--- src/rtl/pc_gen.sv ---
// pc_gen: program-counter generator for the fetch stage.
//
// Holds the fetch PC and drives the instruction-memory address/enable.
// Handles pipeline stall, instruction-memory backpressure, flush redirects
// (highest priority) and taken branches. A branch that resolves while the
// PC cannot advance is latched in a pending register and applied at the
// next advance, so it is never lost.
//
// Ports:
//   clk                 clock, rising edge
//   rst                 synchronous reset, active-high
//   stall_i             pipeline stall, PC holds
//   fetch_ready_i       instruction memory accepts pc_o this cycle
//   branch_flag_i       branch/jump resolved taken this cycle
//   branch_target_i     branch/jump target
//   flush_i             exception/eret flush request
//   flush_target_i      flush redirect target
//   pc_o                current fetch address (registered)
//   pc_seq_o            pc_o + INST_BYTES (combinational, wraps)
//   ce_o                instruction memory enable (registered)
//   redirect_pending_o  a branch target is latched and not yet applied
//   misalign_o          pc_o was loaded from a misaligned target
module pc_gen #(
    parameter int unsigned ADDR_W     = 32,
    parameter logic [31:0] RESET_PC   = 32'h0000_0000,
    parameter int unsigned INST_BYTES = 4,
    parameter bit          ALIGN_CHK  = 1'b1
) (
    input  logic              clk,
    input  logic              rst,
    input  logic              stall_i,
    input  logic              fetch_ready_i,
    input  logic              branch_flag_i,
    input  logic [ADDR_W-1:0] branch_target_i,
    input  logic              flush_i,
    input  logic [ADDR_W-1:0] flush_target_i,
    output logic [ADDR_W-1:0] pc_o,
    output logic [ADDR_W-1:0] pc_seq_o,
    output logic              ce_o,
    output logic              redirect_pending_o,
    output logic              misalign_o
);

    // Width of the alignment field; forced to at least 1 so the slice below
    // stays legal when INST_BYTES == 1 (the check is disabled in that case).
    localparam int unsigned LSB_W = (INST_BYTES > 1) ? $clog2(INST_BYTES) : 1;
    localparam logic [ADDR_W-1:0] STEP   = ADDR_W'(INST_BYTES);
    localparam logic [ADDR_W-1:0] RST_PC = ADDR_W'(RESET_PC);

    logic [ADDR_W-1:0] pc_q, pc_d;
    logic [ADDR_W-1:0] tgt_q, tgt_d;
    logic              ce_q, ce_d;
    logic              pend_q, pend_d;
    logic              mis_q, mis_d;
    logic              adv;

    function automatic logic is_misaligned(input logic [ADDR_W-1:0] t);
        if (!ALIGN_CHK || INST_BYTES == 1) return 1'b0;
        return |t[LSB_W-1:0];
    endfunction

    assign adv = ce_q & ~stall_i & fetch_ready_i;

    always_comb begin
        pc_d   = pc_q;
        tgt_d  = tgt_q;
        ce_d   = 1'b1;      // enable rises on the first edge after reset and stays up
        pend_d = pend_q;
        mis_d  = mis_q;
        // While ce_q is still 0 (start-up edge) only the enable changes.
        if (ce_q) begin
            if (flush_i) begin
                pc_d   = flush_target_i;
                pend_d = 1'b0;
                mis_d  = is_misaligned(flush_target_i);
            end else if (adv && branch_flag_i) begin
                // A live branch is younger than any pending target.
                pc_d   = branch_target_i;
                pend_d = 1'b0;
                mis_d  = is_misaligned(branch_target_i);
            end else if (adv && pend_q) begin
                pc_d   = tgt_q;
                pend_d = 1'b0;
                mis_d  = is_misaligned(tgt_q);
            end else if (adv) begin
                pc_d  = pc_q + STEP;
                mis_d = 1'b0;
            end else if (branch_flag_i) begin
                pend_d = 1'b1;
                tgt_d  = branch_target_i;
            end
        end
    end

    always_ff @(posedge clk) begin
        if (rst) begin
            pc_q   <= RST_PC;
            tgt_q  <= '0;
            ce_q   <= 1'b0;
            pend_q <= 1'b0;
            mis_q  <= 1'b0;
        end else begin
            pc_q   <= pc_d;
            tgt_q  <= tgt_d;
            ce_q   <= ce_d;
            pend_q <= pend_d;
            mis_q  <= mis_d;
        end
    end

    assign pc_o               = pc_q;
    assign pc_seq_o           = pc_q + STEP;
    assign ce_o               = ce_q;
    assign redirect_pending_o = pend_q;
    assign misalign_o         = mis_q;

endmodule

--- config.mk ---
export PLATFORM = sky130hd
export DESIGN_NAME = pc_gen
export DESIGN_NICKNAME = d
export VERILOG_FILES = /design/src/rtl/pc_gen.sv
export SDC_FILE = /design/constraint.sdc
export NUM_CORES = 1
export LEC_CHECK = 0
export ABC_AREA = 1
export CAP_MARGIN = 5
export CORE_MARGIN = 1
export CORE_UTILIZATION = 49
export DETAILED_ROUTE_END_ITERATION = 8
export PLACE_DENSITY = 0.84
export SLEW_MARGIN = 40
export SYNTH_ARGS = -nofsm -noshare
export SYNTH_HDL_FRONTEND = slang
export SYNTH_SLANG_ARGS = --single-unit
--- constraint.sdc ---
create_clock -name clk -period 2.6 [get_ports clk]
set_clock_uncertainty 0.2 [all_clocks]
set_input_delay 0.26 -clock clk [delete_from_list [all_inputs] [get_ports clk]]
set_output_delay 0.26 -clock clk [all_outputs]
set_load 0.01 [all_outputs]
Word-level counts from Yosys, hierarchy flattened
Cells that the tools add are included.
{"block": "totals", "regBits": 67, "input_bits": 70, "out_inout_bits": 67, "word_cells": 38}
{"block": "classes", "addsub": 1, "eq_ne": 1, "muxes": 14, "bitwise_logic": 7, "reduce_logical": 10}
{"cell": "32-bit 2-to-1 mux", "count": 4}
{"cell": "32-bit by 3-bit adder with 32-bit output, second input constant", "count": 1}
{"cell": "1-bit 2-to-1 mux", "count": 10}
{"cell": "4-bit nonzero test", "count": 2}
{"cell": "6-bit AND reduction", "count": 1}
{"cell": "2-bit OR reduction", "count": 3}
{"cell": "1-bit NOT", "count": 5}
{"cell": "4-bit by 2-bit inequality test with 1-bit output, second input constant", "count": 1}
{"cell": "3-bit AND reduction", "count": 1}
{"cell": "1-bit bitwise AND", "count": 2}
{"cell": "1-bit logical AND", "count": 2}
{"cell": "2-bit AND reduction", "count": 1}

Depth between registers and ports, before layout
{"block": "logic_depth", "depth_word": 7, "depth_mapped": 12}

Worst setup path before layout
OpenSTA, ideal clock, no wires.
{"block": "synth_timing", "path_type": "register to register", "startpoint": "reg pc_q[2], in the netlist pc_o[2]", "endpoint": "reg pc_q[18], in the netlist pc_o[18]", "setup_time_ns": 0.134, "arrival_time_ns": 1.543, "t_required_ns": 2.266, "slack_ns": 0.723, "path_stages_with_launch": 11, "synth_period_minus_slack_ns": 1.877, "cell_sequence": "dfxtp_1 > ha_1 > nand2_1 > nor2_4 > nand2_4 > o21ai_0 > nand2_1 > o21ai_0 > nand2_1 > nand2_1 > a21oi_1"}
{"block": "synth_between", "elab_chain_len": 5}
{"element": "start: declaration", "line_no": "50", "rtl": "logic [ADDR_W-1:0] pc_q, pc_d;"}
{"element": "start signal: assignment", "line_no": "103", "rtl": "pc_q <= pc_d;"}
{"element": "32-bit by 3-bit adder with 32-bit output"}
{"element": "net pc_seq_o[18]", "line_no": "38", "rtl": "output logic [ADDR_W-1:0] pc_seq_o,"}
{"element": "32-bit 2-to-1 mux", "line_no": "85", "rtl": "end else if (adv) begin"}
{"element": "32-bit 2-to-1 mux", "line_no": "81", "rtl": "end else if (adv && pend_q) begin"}
{"element": "32-bit 2-to-1 mux", "line_no": "76", "rtl": "end else if (adv && branch_flag_i) begin"}
{"element": "32-bit 2-to-1 mux", "line_no": "72", "rtl": "if (flush_i) begin"}
The timed path passes the listed nets, and every way through them passes these cells. The select of a mux whose other input is x is not followed.
A chain may end at the register's enable or synchronous reset.

Worst setup path in the final report
{"block": "layout_timing", "startpoint": "reg pc_q[2], in the netlist pc_o[2]", "endpoint": "out pc_seq_o[5]"}
{"block": "layout_between", "elab_chain_len": 1}
{"element": "32-bit by 3-bit adder with 32-bit output", "line_no": "112", "rtl": "assign pc_seq_o = pc_q + STEP;"}
{"element": "end: declaration", "line_no": "38"}
No other way between the ends.

==> run metrics <==
status finished, final reports clean; normalized max-slew margin 67.3%; clk sinks 67; PnR Total Power 2.85 mW; io pins 137; cell repeated most along the worst path buf_4; fin crit share 99.0%; Psw 801 uW; Fmax achieved 389 MHz; CTS tree done; Detailed Place HPWL 10800 um; Row Count 33; WL final 15400 um; routability cong. 0.905; clock root cell clkbuf_8; average cell area after synthesis 6.16 sq um; largest net degree at the start of global routing 65; Syn Inst Count 698; drt pass-1 iters 5; hold_ws 0.248 ns; delay-heaviest family, CP buffers and inverters; Reg power frac 40.4%; 1st-iter DRT viols 391; initial antenna violation count 0; grt ovf 0; Setup TNS Final 0 ns; largest family of logic cells by synthesized area simple AND/OR/NAND/NOR gates; Syn Nets 769; Hold WC Path Type flip-flop to flip-flop; first-pass GRT wire length 23600 um; GRT Resource Usage Total 33.8%; yosys warns 0; full die area 9160 sq um; reg2reg start ce_o; critical path required time 2.14 ns; combinational share of power 21.1%; reg2reg setup slack 0.46 ns; Starting Density 51.6%; placed insts 916; CP endpoint pc_seq_o[5]; vias per cell 5.75; share of cells above drive strength 1 12.2%; number of CTS-inserted buffers 9; Finished Layout Cells 940; Sw Ratio 28.1%; Die Y 95.7 um; CP cell instances inv_1 > nor2_4 > buf_4 > buf_4 > xor2_1 > clkdlybuf4s50_1; simple-gate share of the synthesized area 32.3%; Worst-Margin Slew 0.490 ns; Critical Path Sink Type output pin; diode count 0; critical path arrival 2.11 ns; commonest non-fill, non-tap cell in the layout nand2_1; clock slew at reported path FFs 0.08 ns; Layout area overhead 42.1%; Reg2Reg Depth 8; DRC viols 0; worst slack at placement 0.227 ns; Hold Violations, Final 0; CP bufs+invs 4; Post-CTS Hold Buffers 0; Max-Cap Viols 0; cell area after layout 6110 sq um; Clk pwr share 38.6%; Die Wd 95.7 um; Critical R2R Capture pc_o[0]; Port Buffer Count 136; Post-Syn Area 4300 sq um; Synth Area in XOR/XNOR 1.63%; sequential share of the synthesized area 31.2%; P_int 2.05 mW; Compound-Gate Fraction of Synth Area 23.8%; mux share of post-synthesis cell area 0%; Max stage delay cell, worst path clkdlybuf4s50_1; leakage 2.60 nW; critical path class flip-flop to output pin; Max VDD drop 0.334 mV; Setup Viol. Count Final 0; most frequent cells in the layout 186 x nand2_1, 116 x clkdlybuf4s50_1, 115 x a21oi_1; post-placement cell area 5720 sq um; number of synthesized register bits 67; Core Area 8340 sq um; Critical Path Start pc_o[2]; Final Max Slew Viols 0; nets 901; Finished Core Util 73.3%; Crit Path Max Fanout 5; via count 5406; crit start category flip-flop; clock period minus worst slack 2.57 ns; Adder-Cell Fraction of Synth Area 0.291%; vias in the first global route 5120; Distinct cells, synth 34; final antenna-violating net count 0; Critical Path Max Stage Delay 0.58 ns; pwr dens 466 nW/um^2; Final WS setup 0.0264 ns; Levels on crit path 6; clk buf depth 2; WL/cell 16.3 um; Clock Latency Late Sink 0.36 ns; H-tree depth 3
==> sequential cells by signal (all words and copies together) (netlist names) <==
register	flops
pc_o	32
misalign_o	1
ce_o	1
tgt_q	32
redirect_pending_o	1
==> worst min path at each step <==
stage / depth (start not counted) / start / endpoint / slack [ns]
floorplan: 1 / rst / pc_o[2] / 0.13
global placement: 2 / tgt_q[15] / tgt_q[15] / 0.23
detailed placement: 2 / tgt_q[16] / tgt_q[16] / 0.23
CTS: 2 / tgt_q[8] / tgt_q[8] / 0.25
global route: 2 / tgt_q[8] / tgt_q[8] / 0.27
finish: 2 / tgt_q[8] / tgt_q[8] / 0.25
==> metal layers <==
layer	vias to the layer above	wire length [um]	track usage, %
met3	59	1690	5.85
met2	374	7310	57.6
met5	-	0	0
met1	2449	5680	40.6
li1	2524	-	-
met4	0	675	18.2
==> worst reg2reg max path: cells and delay by family (launching register included) <==
kind,cells,cell delay (ns)
buf+inv,2,0.51
compound gates,2,0.22
flops,1,0.48
simple gates,4,0.66
==> cells in the mapped netlist (all sizes together) <==
library cell,instances,share of area (%)
o2111ai,1,0.20
o21ai,61,7.2
and2,2,0.29
xnor2,5,1.0
a41oi,1,0.20
clkbuf,19,1.7
inv,70,6.2
nor2,90,9.7
o211ai,13,2.4
a21oi,117,14
clkinv,1,0.087
or2,1,0.15
nand3,29,3.4
ha,1,0.29
nand3b,2,0.35
dfxtp,67,31
xor2,3,0.61
nand4,2,0.44
buf,18,2.9
nand2,195,18
==> layout make-up <==
cell class	count	area, sq um
inverters	71	269
repair buffers	158	1540
clock buffers	10	138
fillers	677	2230
flip-flops and latches	67	1380
well taps	105	131
clock inverters	6	111
multi-input cells	523	2540
==> power by group through the flow <==
stage / combinational, mW / sequential [mW] / clock [mW]
floorplan: 0.267 / 1.16 / 0
global placement: 0.582 / 1.16 / 0
detailed placement: 0.594 / 1.17 / 0
CTS: 0.593 / 1.14 / 1.10
global route: 0.649 / 1.16 / 1.14
finish: 0.600 / 1.15 / 1.10
==> cell families (layout without fill, tap and decap cells) <==
group	count (synthesis)	after routing
AND/OR/NAND/NOR	321	321
flip-flops	67	67
buffers and inverters	108	245
adder cells (fa/ha/maj)	1	1
AO/OA/AOI/OAI	193	193
XOR/XNOR	8	8
==> what timing repair did <==
item,CTS,global route
endpoints found under the setup margin,22,14
resized for setup,30,31
buffers inserted,4,4
pin swaps,5,7
(Power assumes the default switching activity.)
